**src/rtl/rst_seq_pkg.sv**
```systemverilog
// Shared definitions for the multi-domain reset sequencer: FSM states, reset cause codes
// and default parameter values.
package rst_seq_pkg;

   typedef enum logic [1:0] {
      ST_HOLD    = 2'd0,
      ST_RELEASE = 2'd1,
      ST_RUN     = 2'd2
   } state_e;

   typedef enum logic [1:0] {
      CAUSE_POR  = 2'd0,
      CAUSE_SW   = 2'd1,
      CAUSE_EXT  = 2'd2,
      CAUSE_WDOG = 2'd3
   } cause_e;

   localparam int DEF_NCH         = 3;
   localparam int DEF_HOLD_CYC    = 256;
   localparam int DEF_STAGGER_CYC = 64;
   localparam int DEF_DEB_CYC     = 4096;
   localparam int DEF_WDOG_CYC    = 1 << 24;

   function automatic int max2(input int a, input int b);
      return (a > b) ? a : b;
   endfunction

endpackage

```
**src/rtl/rst_debounce.sv**
```systemverilog
// Button reset conditioner: two-flop synchroniser plus stability counter. Emits a single-cycle
// request when the input has been stably low for DEB_CYC cycles; re-arms only after stable high.
module rst_debounce
   import rst_seq_pkg::*;
#(
   parameter int DEB_CYC = DEF_DEB_CYC
) (
   input  logic CLK,
   input  logic reset_n,
   input  logic btn_n_i,
   output logic req_o
);

   localparam int CW = $clog2(DEB_CYC + 1);

   logic          sync1_q, sync2_q;
   logic          stable_q, stable_d;
   logic          req_q, req_d;
   logic [CW-1:0] cnt_q, cnt_d;

   // NOTE: every always_comb output gets a default first, so no path can infer a latch.
   always_comb begin
      stable_d = stable_q;
      cnt_d    = '0;
      req_d    = 1'b0;
      if (sync2_q != stable_q) begin
         if (cnt_q == CW'(DEB_CYC - 1)) begin
            stable_d = sync2_q;
            req_d    = stable_q;  // only the high-to-low transition is a request
         end else begin
            cnt_d = cnt_q + 1'b1;
         end
      end
   end

   // NOTE: sequential state uses non-blocking assignments; the synchroniser resets to the idle-high level.
   always_ff @(posedge CLK or negedge reset_n) begin
      if (!reset_n) begin
         sync1_q  <= 1'b1;
         sync2_q  <= 1'b1;
         stable_q <= 1'b1;
         cnt_q    <= '0;
         req_q    <= 1'b0;
      end else begin
         sync1_q  <= btn_n_i;
         sync2_q  <= sync1_q;
         stable_q <= stable_d;
         cnt_q    <= cnt_d;
         req_q    <= req_d;
      end
   end

   assign req_o = req_q;

endmodule

```
**src/rtl/rst_seq_multi.sv**
```systemverilog
// Power-on reset sequencer: holds NCH reset domains after any trigger, then releases them in
// order with a fixed stagger. Define RST_WDOG_EN to add the watchdog trigger source.
module rst_seq_multi
   import rst_seq_pkg::*;
#(
   parameter int NCH         = DEF_NCH,
   parameter int HOLD_CYC    = DEF_HOLD_CYC,
   parameter int STAGGER_CYC = DEF_STAGGER_CYC,
   parameter int DEB_CYC     = DEF_DEB_CYC,
   parameter int WDOG_CYC    = DEF_WDOG_CYC
) (
   input  logic           CLK,
   input  logic           reset_n,
   input  logic           ext_rst_n,
   input  logic           sw_rst_req,
   input  logic           wdog_kick,
   output logic [NCH-1:0] rst_out,
   output logic           ready,
   output logic [1:0]     rst_cause
);

   localparam int CNT_W = $clog2(max2(HOLD_CYC, STAGGER_CYC) + 1);
   localparam int IDX_W = $clog2(NCH + 1);

   state_e           state_q, state_d;
   logic [CNT_W-1:0] cnt_q, cnt_d;
   logic [IDX_W-1:0] idx_q, idx_d;
   logic [NCH-1:0]   rst_q, rst_d;
   logic             ready_q, ready_d;
   cause_e           cause_q, cause_d;
   logic             ext_req, wdog_fire, trig;

   rst_debounce #(.DEB_CYC(DEB_CYC)) u_deb (
      .CLK     (CLK),
      .reset_n (reset_n),
      .btn_n_i (ext_rst_n),
      .req_o   (ext_req)
   );

`ifdef RST_WDOG_EN
   localparam int WD_W = $clog2(WDOG_CYC + 1);
   logic [WD_W-1:0] wd_q, wd_d;

   // The count only advances in RUN; a kick on the expiry edge suppresses the timeout.
   always_comb begin
      wd_d      = '0;
      wdog_fire = 1'b0;
      if (state_q == ST_RUN && !wdog_kick) begin
         if (wd_q == WD_W'(WDOG_CYC - 1)) wdog_fire = 1'b1;
         else                             wd_d      = wd_q + 1'b1;
      end
   end

   always_ff @(posedge CLK or negedge reset_n) begin
      if (!reset_n) wd_q <= '0;
      else          wd_q <= wd_d;
   end
`else
   logic unused_wdog;
   assign unused_wdog = wdog_kick | (WDOG_CYC < 2);
   assign wdog_fire   = 1'b0;
`endif

   assign trig = ext_req | wdog_fire | sw_rst_req;

   always_comb begin
      state_d = state_q;
      cnt_d   = cnt_q;
      idx_d   = idx_q;
      rst_d   = rst_q;
      ready_d = ready_q;
      cause_d = cause_q;
      if (trig) begin
         state_d = ST_HOLD;
         cnt_d   = '0;
         idx_d   = '0;
         rst_d   = '1;
         ready_d = 1'b0;
         cause_d = ext_req ? CAUSE_EXT : (wdog_fire ? CAUSE_WDOG : CAUSE_SW);
      end else begin
         case (state_q)
            ST_HOLD: begin
               if (cnt_q == CNT_W'(HOLD_CYC - 1)) begin
                  cnt_d    = '0;
                  rst_d[0] = 1'b0;
                  if (NCH == 1) begin
                     ready_d = 1'b1;
                     state_d = ST_RUN;
                  end else begin
                     idx_d   = IDX_W'(1);
                     state_d = ST_RELEASE;
                  end
               end else begin
                  cnt_d = cnt_q + 1'b1;
               end
            end
            ST_RELEASE: begin
               if (cnt_q == CNT_W'(STAGGER_CYC - 1)) begin
                  cnt_d = '0;
                  rst_d = rst_q & ~(NCH'(1) << idx_q);
                  idx_d = idx_q + 1'b1;
                  if (idx_q == IDX_W'(NCH - 1)) begin
                     ready_d = 1'b1;
                     state_d = ST_RUN;
                  end
               end else begin
                  cnt_d = cnt_q + 1'b1;
               end
            end
            ST_RUN: ;
            default: state_d = ST_HOLD;
         endcase
      end
   end

   // Outputs come straight from flops that reset_n sets asynchronously, so they cannot glitch low.
   always_ff @(posedge CLK or negedge reset_n) begin
      if (!reset_n) begin
         state_q <= ST_HOLD;
         cnt_q   <= '0;
         idx_q   <= '0;
         rst_q   <= '1;
         ready_q <= 1'b0;
         cause_q <= CAUSE_POR;
      end else begin
         state_q <= state_d;
         cnt_q   <= cnt_d;
         idx_q   <= idx_d;
         rst_q   <= rst_d;
         ready_q <= ready_d;
         cause_q <= cause_d;
      end
   end

   assign rst_out   = rst_q;
   assign ready     = ready_q;
   assign rst_cause = cause_q;

endmodule
```
**config.mk**
```make
export PLATFORM = sky130hd
export DESIGN_NAME = rst_seq_multi
export DESIGN_NICKNAME = d
export VERILOG_FILES = /design/src/rtl/rst_seq_pkg.sv /design/src/rtl/rst_debounce.sv /design/src/rtl/rst_seq_multi.sv
export SDC_FILE = /design/constraint.sdc
export NUM_CORES = 1
export LEC_CHECK = 0
export ABC_AREA = 0
export BUFFER_PORTS_ARGS = -buffer_cell sky130_fd_sc_hd__buf_4
export CORE_UTILIZATION = 55
export CTS_BUF_LIST = sky130_fd_sc_hd__clkbuf_16
export DETAILED_ROUTE_END_ITERATION = 10
export MAX_ROUTING_LAYER = met4
export PLACE_DENSITY = 0.73
export SETUP_SLACK_MARGIN = 0.02
export SKIP_CTS_REPAIR_TIMING = 1
export SLEW_MARGIN = 20
export SYNTH_ARGS = -nofsm -noshare
export SYNTH_HDL_FRONTEND = slang
export SYNTH_SLANG_ARGS = --single-unit
```
**constraint.sdc**
```tcl
create_clock -name CLK -period 2 [get_ports CLK]
set_clock_uncertainty 0.1 [all_clocks]
set_input_delay 0.1 -clock CLK [delete_from_list [all_inputs] [get_ports CLK]]
set_output_delay 0.1 -clock CLK [all_outputs]
set_load 0.005 [all_outputs]
```
Yosys cells after proc, flatten, opt, wreduce, memory -nomap -nowiden
Cells that the tools add are included.
{"block": "word_totals", "regBits": 36, "inputBits": 5, "out_inout_bits": 6, "elab_cells": 66}
{"block": "classes", "n_addsub": 3, "n_eq_ne": 11, "n_shift": 1, "muxes": 26, "bitwise": 3, "reduce_logical": 10}
{"op": "9-bit 2-to-1 mux", "count": 3}
{"op": "13-bit 2-to-1 mux", "count": 2}
{"op": "9-bit case mux with 2 select lines", "count": 1}
{"op": "2-bit 2-to-1 mux", "count": 8}
{"op": "13-bit by 1-bit adder with 13-bit output, second input constant", "count": 1}
{"op": "13-bit by 12-bit equality test with 1-bit output, second input constant", "count": 1}
{"op": "9-bit by 1-bit adder with 9-bit output, second input constant", "count": 1}
{"op": "9-bit by 6-bit equality test with 1-bit output, second input constant", "count": 1}
{"op": "9-bit by 8-bit equality test with 1-bit output, second input constant", "count": 1}
{"op": "3-bit != test, second input constant", "count": 3}
{"op": "1-bit 2-to-1 mux", "count": 7}
{"op": "3-bit 2-to-1 mux", "count": 2}
{"op": "2-bit case mux with 3 select lines", "count": 1}
{"op": "3-bit AND reduction", "count": 2}
{"op": "2-bit nonzero test", "count": 3}
{"op": "2-bit equality test, second input constant", "count": 2}
{"op": "2-bit case mux with 2 select lines", "count": 1}
{"op": "2-bit AND reduction", "count": 2}
{"op": "4-bit AND reduction", "count": 1}
{"op": "3-bit AND", "count": 1}
{"op": "3-bit NOT", "count": 1}
{"op": "3-bit nonzero test", "count": 1}
{"op": "1-bit by 2-bit left shift with 3-bit output, first input constant", "count": 1}
{"op": "2-bit by 1-bit adder with 2-bit output, second input constant", "count": 1}
{"op": "other kinds (6)", "count": 6}

Depth between registers and ports, before layout
Gate-level depths: netlist of run 1.
{"block": "depth", "ltp_word": 6, "ltp_mapped": 10}

By module
A second synthesis of run 1 with hierarchy kept.
{"block": "unflattened", "cells_unflattened": 166, "hier_area_um2": 1766.7}
{"mod": "rst_seq_multi", "instances": 1, "cells_per_inst": 100, "area_per_inst_um2": 1027.2, "seq_area_each_um2": 479.2}
{"mod": "rst_debounce", "instances": 1, "cells_per_inst": 66, "area_per_inst_um2": 739.5, "seq_area_each_um2": 429.2}

Least setup slack after synthesis of run 1
No wires, ideal clock.
{"block": "synth_path", "path_type": "register -> register", "start": "reg cnt_q[0]", "end": "reg cnt_q[0]", "setup_ns": 0.065, "arrival_time_ns": 1.645, "required_time_ns": 1.835, "slack_ns": 0.190, "stages_incl_launch_ff": 11, "synth_period_minus_slack_ns": 1.810, "cell_sequence": "dfrtp_1 -> ha_1 -> nand3_1 -> nor2_1 -> nand3_1 -> inv_1 -> ha_1 -> nand2b_1 -> nand2_1 -> a211oi_1 -> mux2_2"}
{"block": "synth_via", "elab_chain_len": 4}
{"element": "from (decl)", "line": "rst_seq_multi.sv:26", "rtl": "logic [CNT_W-1:0] cnt_q, cnt_d;"}
{"element": "from (signal assigned)", "line": "rst_seq_multi.sv:127", "rtl": "cnt_q <= cnt_d;"}
{"element": "9-bit by 1-bit adder with 9-bit output (tied with other cells)", "line": "rst_seq_multi.sv:94, rst_seq_multi.sv:107"}
{"element": "9-bit 2-to-1 mux (on tied branches)", "line": "rst_seq_multi.sv:98, rst_seq_multi.sv:83"}
{"element": "9-bit case mux with 2 select lines *", "line": "rst_seq_multi.sv:81", "rtl": "case (state_q)"}
{"element": "9-bit 2-to-1 mux *", "line": "rst_seq_multi.sv:73", "rtl": "if (trig) begin"}
Mark *: on every way between the ends. The rest lies on a longest branch, timed or not.
A chain may end at the register's enable or synchronous reset.

Worst setup path in the final report of run 1
Ends and elaborated chain as after synthesis.

==> summary.md, run 1 <==
| Metric | Value |
|---|---|
| GPL Wtd Cong | `0.817` |
| DRC | `0` |
| GRT overflow | `0` |
| Final wirelength | `2990 µm` |
| Initial drt markers | `48` |
| Post-route ant nets | `0` |
| Switch Pwr | `0.327 mW` |
| Sw frac | `21.1%` |
| Area of the mapped netlist | `1730 µm²` |
| RSZ-0062 raised after global routing | `no` |
| Commonest cells post-synth | `dfrtp_1 (30), nor2_1 (22), nand3_1 (11), xor2_1 (11), nand2_1 (8)` |
| PD cells | `752 nW/µm²` |
| Max-cap violation count | `0` |
| Met2 usage | `30.2%` |
| Met1 Usage GRT | `27.0%` |
| Die width | `58.1 µm` |
| Status | `completed` |
| PortBufs | `9` |
| Clock-pin slew on the worst setup and hold paths | `50 ps` |
| Crit path DAT | `1880 ps` |
| Area grow syn2layout | `18.9%` |
| Die Span Y | `58.1 µm` |
| Worst Path Class, Setup | `flop to flop` |
| Max IR drop VDD | `491 µV` |
| Most used flip-flop cell after synthesis | `dfrtp_1` |
| Syn_area_per_cell | `10.7 µm²` |
| Fraction of layout cells with a size suffix above 1 | `23.1%` |
| Total GRT Usage | `21.4%` |
| Drt pass-1 iters | `4` |
| Die area | `3380 µm²` |
| Clk buf depth | `2` |
| Largest net degree at the start of global routing | `37` |
| Static Leak | `0.926 nW` |
| Post-synth cell types | `44` |
| Setup violators final | `0` |
| Post-Syn Instances | `162` |
| Number of synthesized register bits | `36` |
| Worst Tran Pin Value | `439 ps` |
| Int Power | `1.22 mW` |
| Wire per inst | `13.2 µm` |
| Hold Violations, Final | `0` |
| Synthesized Nets | `174` |
| Initial Util | `57.2%` |
| Tcrit/Tclk final | `90.6%` |
| Vias in the first global route | `1,129` |
| Nets | `193` |
| CTS tree | `done` |
| Core Box Area | `3030 µm²` |
| Ys async rst share | `100%` |
| Num ports | `11` |
| Critical path endpoint category | `flop` |
| Top Usage Layer GRT | `met2` |
| Grt met3 use | `8.93%` |
| Slew HR | `70.7%` |
| Flop pwr share | `48.6%` |
| HPWL Detailed | `1990 µm` |
| Seq/Total Area, Yosys | `52.4%` |
| Final slew viol count | `0` |
| Clock buffer count from CTS | `5` |
| Setup crit start kind | `flop` |
| ANT cells | `0` |
| Number of synthesized flops with an enable pin | `0` |
| Synth top area share | `43.3%` |
| First-pass GRT wire length | `5080 µm` |
| Final Cell Area | `2060 µm²` |
| Initial antenna violation count | `0` |
| Crit-path max FO | `3` |
| Worst min-delay path class | `input port to flop` |
| Total number of H-tree levels | `2` |
| Highest Clock Rate | `0.552 GHz` |
| Synthesis Warnings | `0` |
| Largest cells by area after synthesis | `dfrtp_1 (43%), dfstp_2 (9.1%), xor2_1 (5.6%), ha_1 (5.1%), nor2_1 (4.8%)` |
| Synth area leader | `dfrtp_1` |
| Clock Sinks | `36` |
| Vias/cell | `5.38` |
| Clk_lat worst skew | `280 ps` |
| Combinational power share | `4.3%` |
| Root buf cell | `clkbuf_16` |
| Row count | `20` |
| Post-placement cell area | `1850 µm²` |
| Clock Power Share | `47.1%` |
| Crit path required time | `2060 ps` |
| Via count | `1,217` |
| Most frequent cell after synthesis | `dfrtp_1` |
| Pre-CTS setup slack | `23.8 ps` |
| Post-layout min period | `1810 ps` |
| Worst setup margin | `188 ps` |
| Setup tns final | `0 ps` |
| Power, Total | `1.55 mW` |
| Fin util | `68.1%` |
| Fillers | `237` |
## per-layer routing
layer	routed length, µm	vias to the layer above
met5	0	-
met4	75	0
met3	114	8
met2	1320	21
met1	1480	595
li1	-	593
## final timing paths
path,to,cells past startpoint,from,slack (ps)
hold / removal,rst_cause[0],3,sw_rst_req,3
min in group asynchronous,idx_q[1],2,reset_n,210
setup / recovery,cnt_q[0],10,cnt_q[0],190
setup reg to reg,cnt_q[0],10,cnt_q[0],190
hold reg to reg,u_deb.sync2_q,0,u_deb.sync1_q,260
max in group asynchronous,u_deb.sync1_q,2,reset_n,1240
## kinds of logic (layout without fill, tap and decap cells)
kind of cell	count (synthesis)	count (layout)	share of synthesized area [%]
buffers and inverters	12	32	3.25
xor gates and xnor gates	17	17	8.59
and+or+nand+nor	69	69	21.6
muxes	2	2	1.30
AOI/OAI and AO/OA	19	19	7.80
DFF	36	36	52.4
adders and majority gates	7	7	5.05
## critical path, cell delays in order, from the launching register on
cell,delay [ps]
dfrtp_1,390
ha_2,200
nand3_1,90
nor2_1,110
nand3_1,100
inv_1,100
ha_4,150
nand2b_4,50
nand2_1,80
a211oi_2,50
mux2_4,280
## state kept, by name, indices dropped and copies added (netlist names)
name / count
rst_out: 3
idx_q: 2
ready: 1
u_deb.req_o: 1
cnt_q: 9
state_q: 2
u_deb.sync1_q: 1
rst_cause: 2
u_deb.stable_q: 1
u_deb.cnt_q: 13
u_deb.sync2_q: 1
## final cells by class
| class | count | area [µm²] | area share (%) |
|---|---|---|---|
| flip-flops and latches | 36 | 908 | 44.1 |
| inverters | 7 | 26.3 | 1.28 |
| clock buffers | 5 | 125 | 6.07 |
| well taps | 44 | 55.1 | 2.67 |
| multi-input cells | 114 | 800 | 38.8 |
| clock inverters | 3 | 13.8 | 0.668 |
| repair buffers | 17 | 133 | 6.44 |
## metrics by stage
stage / std cells / hold slack [ps]
after floorplan: 162 / -296
after global placement: 213 / -29.4
after detailed placement: 213 / -22.0
after CTS: 221 / -318
after global routing: 226 / 30.7
final: 226 / 2.84
## layout by cell type (no fill, tap or decap), types with 2 or more instances in the layout
master / instances
dfstp_2: 6
nor3b_2: 2
nand4_1: 5
buf_4: 15
xor2_1: 11
nor3_1: 2
o21ai_0: 2
a21o_1: 3
and4_1: 2
clkinv_2: 2
xnor2_1: 6
inv_1: 7
a21oi_1: 4
nand3_1: 11
and2_1: 2
clkbuf_16: 5
and3_1: 2
nor2_1: 22
dfrtp_1: 30
nand2_1: 8
ha_1: 5
dlygate4sd3_1: 2
## power by group through the flow
stage	Sequential [mW]	Combinational [mW]	Clock, mW
floorplan	0.763	0.0295	0
global placement	0.764	0.0546	0
detailed placement	0.766	0.0562	0
CTS	0.753	0.0565	0.743
global route	0.754	0.0787	0.779
finish	0.753	0.0672	0.729
(Power assumes the default switching activity.)
==> inputs of run 2 (changes only) <==
==> constraint.sdc (replaced) <==
create_clock -name CLK -period 2.1 [get_ports CLK]
set_clock_uncertainty 0.1 [all_clocks]
set_input_delay 0.105 -clock CLK [delete_from_list [all_inputs] [get_ports CLK]]
set_output_delay 0.105 -clock CLK [all_outputs]
set_load 0.005 [all_outputs]
==> run 2 against run 1 <==
Against the previous run:
- first-iteration DRC count shrank 8.3%
- worst setup slack lost 9.4 ps
- fmax shrank 5.7%
- non-clock buffer count shrank 5
==> summary.md, run 2 (synthesis gave the netlist of run 1 again) <==
| Metric | Value |
|---|---|
| Worst min-delay path class | `input port to flop` |
| Largest Register | `u_deb.cnt_q` |
| Fraction of layout cells with a size suffix above 1 | `20.3% (-2.7 points)` |
| Initial drt markers | `44 (-8.3%)` |
| Max reg flops | `13 (unchanged)` |
| Max IR drop VDD | `617 µV (+26%)` |
| Clock Sinks | `36 (unchanged)` |
| Die Span Y | `58.1 µm (unchanged)` |
| Initial Util | `57.2% (unchanged)` |
| Largest net degree at the start of global routing | `37 (unchanged)` |
| Root buf cell | `clkbuf_16` |
| Crit-path max FO | `3 (unchanged)` |
| Worst Path Class, Setup | `flop to flop` |
| Placed cells | `211 (-0.94%)` |
| Register-to-Register Setup Slack | `180 ps (about the same)` |
| Post-layout min period | `1920 ps (+109 ps)` |
| Die width | `58.1 µm (unchanged)` |
| Pre-CTS setup slack | `83.8 ps (+60.0 ps)` |
| Via count | `1,201 (-1.3%)` |
| Num ports | `11 (unchanged)` |
| GRT overflow | `0 (unchanged)` |
| FF-to-FF End | `cnt_q[0]` |
| Status | `completed` |
| Crit path DAT | `2040 ps (+160 ps)` |
| Post-route ant nets | `0 (unchanged)` |
| Clk_lat worst skew | `280 ps (about the same)` |
| RSZ-0062 raised after global routing | `no` |
| Highest Clock Rate | `0.520 GHz (-5.7%)` |
| Worst Tran Pin Value | `451 ps (+11.8 ps)` |
| Vias in the first global route | `1,136 (+0.62%)` |
| Setup tns final | `0 ps (unchanged)` |
| Hold Path Cell Cnt | `3 (unchanged)` |
| ANT cells | `0 (unchanged)` |
| Final wirelength | `3170 µm (+6.2%)` |
| CP startpoint | `cnt_q[0]` |
| DRC | `0 (unchanged)` |
| R2r startpoint | `cnt_q[0]` |
| Clk buf depth | `2 (unchanged)` |
| Nets | `188 (-2.6%)` |
| GPL Wtd Cong | `0.801 (-1.9%)` |
| Die area | `3380 µm² (unchanged)` |
| CTS tree | `done` |
| Setup violators final | `0 (unchanged)` |
| Power, Total | `1.62 mW (+4.7%)` |
| Core Box Area | `3030 µm² (unchanged)` |
| Total number of H-tree levels | `2 (unchanged)` |
| Static Leak | `0.904 nW (-2.5%)` |
| Fin util | `67.0% (-1.1 points)` |
| Clock buffer count from CTS | `5 (unchanged)` |
| Drt pass-1 iters | `4 (unchanged)` |
| Crit path required time | `2220 ps (+160 ps)` |
| Worst setup margin | `179 ps (-9.38 ps)` |
| Hold Violations, Final | `0 (unchanged)` |
| Wire per inst | `14.4 µm (+8.6%)` |
| Tcrit/Tclk final | `91.5% (+0.89 points)` |
| PD cells | `800 nW/µm² (+6.4%)` |
| Vias/cell | `5.43 (+0.92%)` |
| Max-cap violation count | `0 (unchanged)` |
| Final slew viol count | `0 (unchanged)` |
| Setup crit end | `cnt_q[0]` |
| Row count | `20 (unchanged)` |
| Most frequent cells in the layout | `dfrtp_1 (30), nor2_1 (22), xor2_1 (11), nand3_1 (11), buf_4 (10)` |
| Total GRT Usage | `22.9% (+1.5 points)` |
| Fin cells | `221 (-2.2%)` |
| Hold_sp | `sw_rst_req` |
| PortBufs | `9 (unchanged)` |
| Setup crit start kind | `flop` |
| Area grow syn2layout | `17.0%` |
| Slew HR | `70.0% (-0.78 points)` |
| First-pass GRT wire length | `5440 µm (+7.1%)` |
| Initial antenna violation count | `0 (unchanged)` |
| Most common cell after layout, fill and taps aside | `dfrtp_1` |
| Clock-pin slew on the worst setup and hold paths | `50 ps (about the same)` |
| Reg2reg path depth | `10 (unchanged)` |
| Critical path endpoint category | `flop` |
| HPWL Detailed | `2000 µm (+0.16%)` |
[run 2: cell count changes in the layout (fill, tap and decap cells not counted)]
cell        change
clkinv_2        -1
mux2_4          -1
buf_4           -5
nand2b_4        -1
mux2_2          +1
clkinv_1        -1
clkinvlp_4      +1
nand2b_1        +1
bufinv_16       +1
ha_1            +1
ha_4            -1
[run 2: area by class of cell]
cell class / count / area, µm²
Timing Repair Buffer: 12 / 95.1
Fill cell: 245 / 1000
Clock buffer: 5 / 125
Clock inverter: 3 / 42.5
Inverter: 7 / 26.3
Sequential cell: 36 / 908
Multi-Input combinational cell: 114 / 776
Tap cell: 44 / 55.1
[run 2: per-stage QoR]
| step | cell area, µm² | hold WS [ps] |
|---|---|---|
| 2_1_floorplan | 1730 | -291 |
| 3_3_place_gp | 1830 | -23.6 |
| 3_5_place_dp | 1830 | -15.8 |
| 4_1_cts | 2000 | -318 |
| 5_1_grt | 2030 | 49.7 |
| 6_report | 2030 | 9.89 |
[run 2: where the power goes]
| part | switching (mW) | internal [mW] | leakage (nW) |
|---|---|---|---|
| Sequential | 0.0102 | 0.708 | 0.472 |
| Combinational | 0.0362 | 0.0215 | 0.352 |
| Clock | 0.291 | 0.557 | 0.0798 |
[run 2: critical path, stage by stage (launching register included)]
cell	delay, ps
dfrtp_1	400
ha_2	210
nand3_1	130
nor2_1	60
nand3_1	100
inv_1	50
ha_1	180
nand2b_1	120
nand2_1	80
a211oi_2	250
mux2_2	190
[run 2: how the worst min path moves through the flow]
stage,end,slack (ps)
after CTS,ready,-320
after global placement,idx_q[1],-20
after detailed placement,idx_q[1],-20
after floorplan,cnt_q[0],-290
final,rst_cause[0],10
after global routing,rst_out[0],50
[run 2: metal layers]
metal / wire [µm] / up-vias / GRT usage (%)
met4: 50 / 0 / 8.84
li1: - / 584 / -
met1: 1510 / 591 / 29.8
met5: 0 / - / -
met3: 123 / 7 / 7.81
met2: 1490 / 19 / 33.2
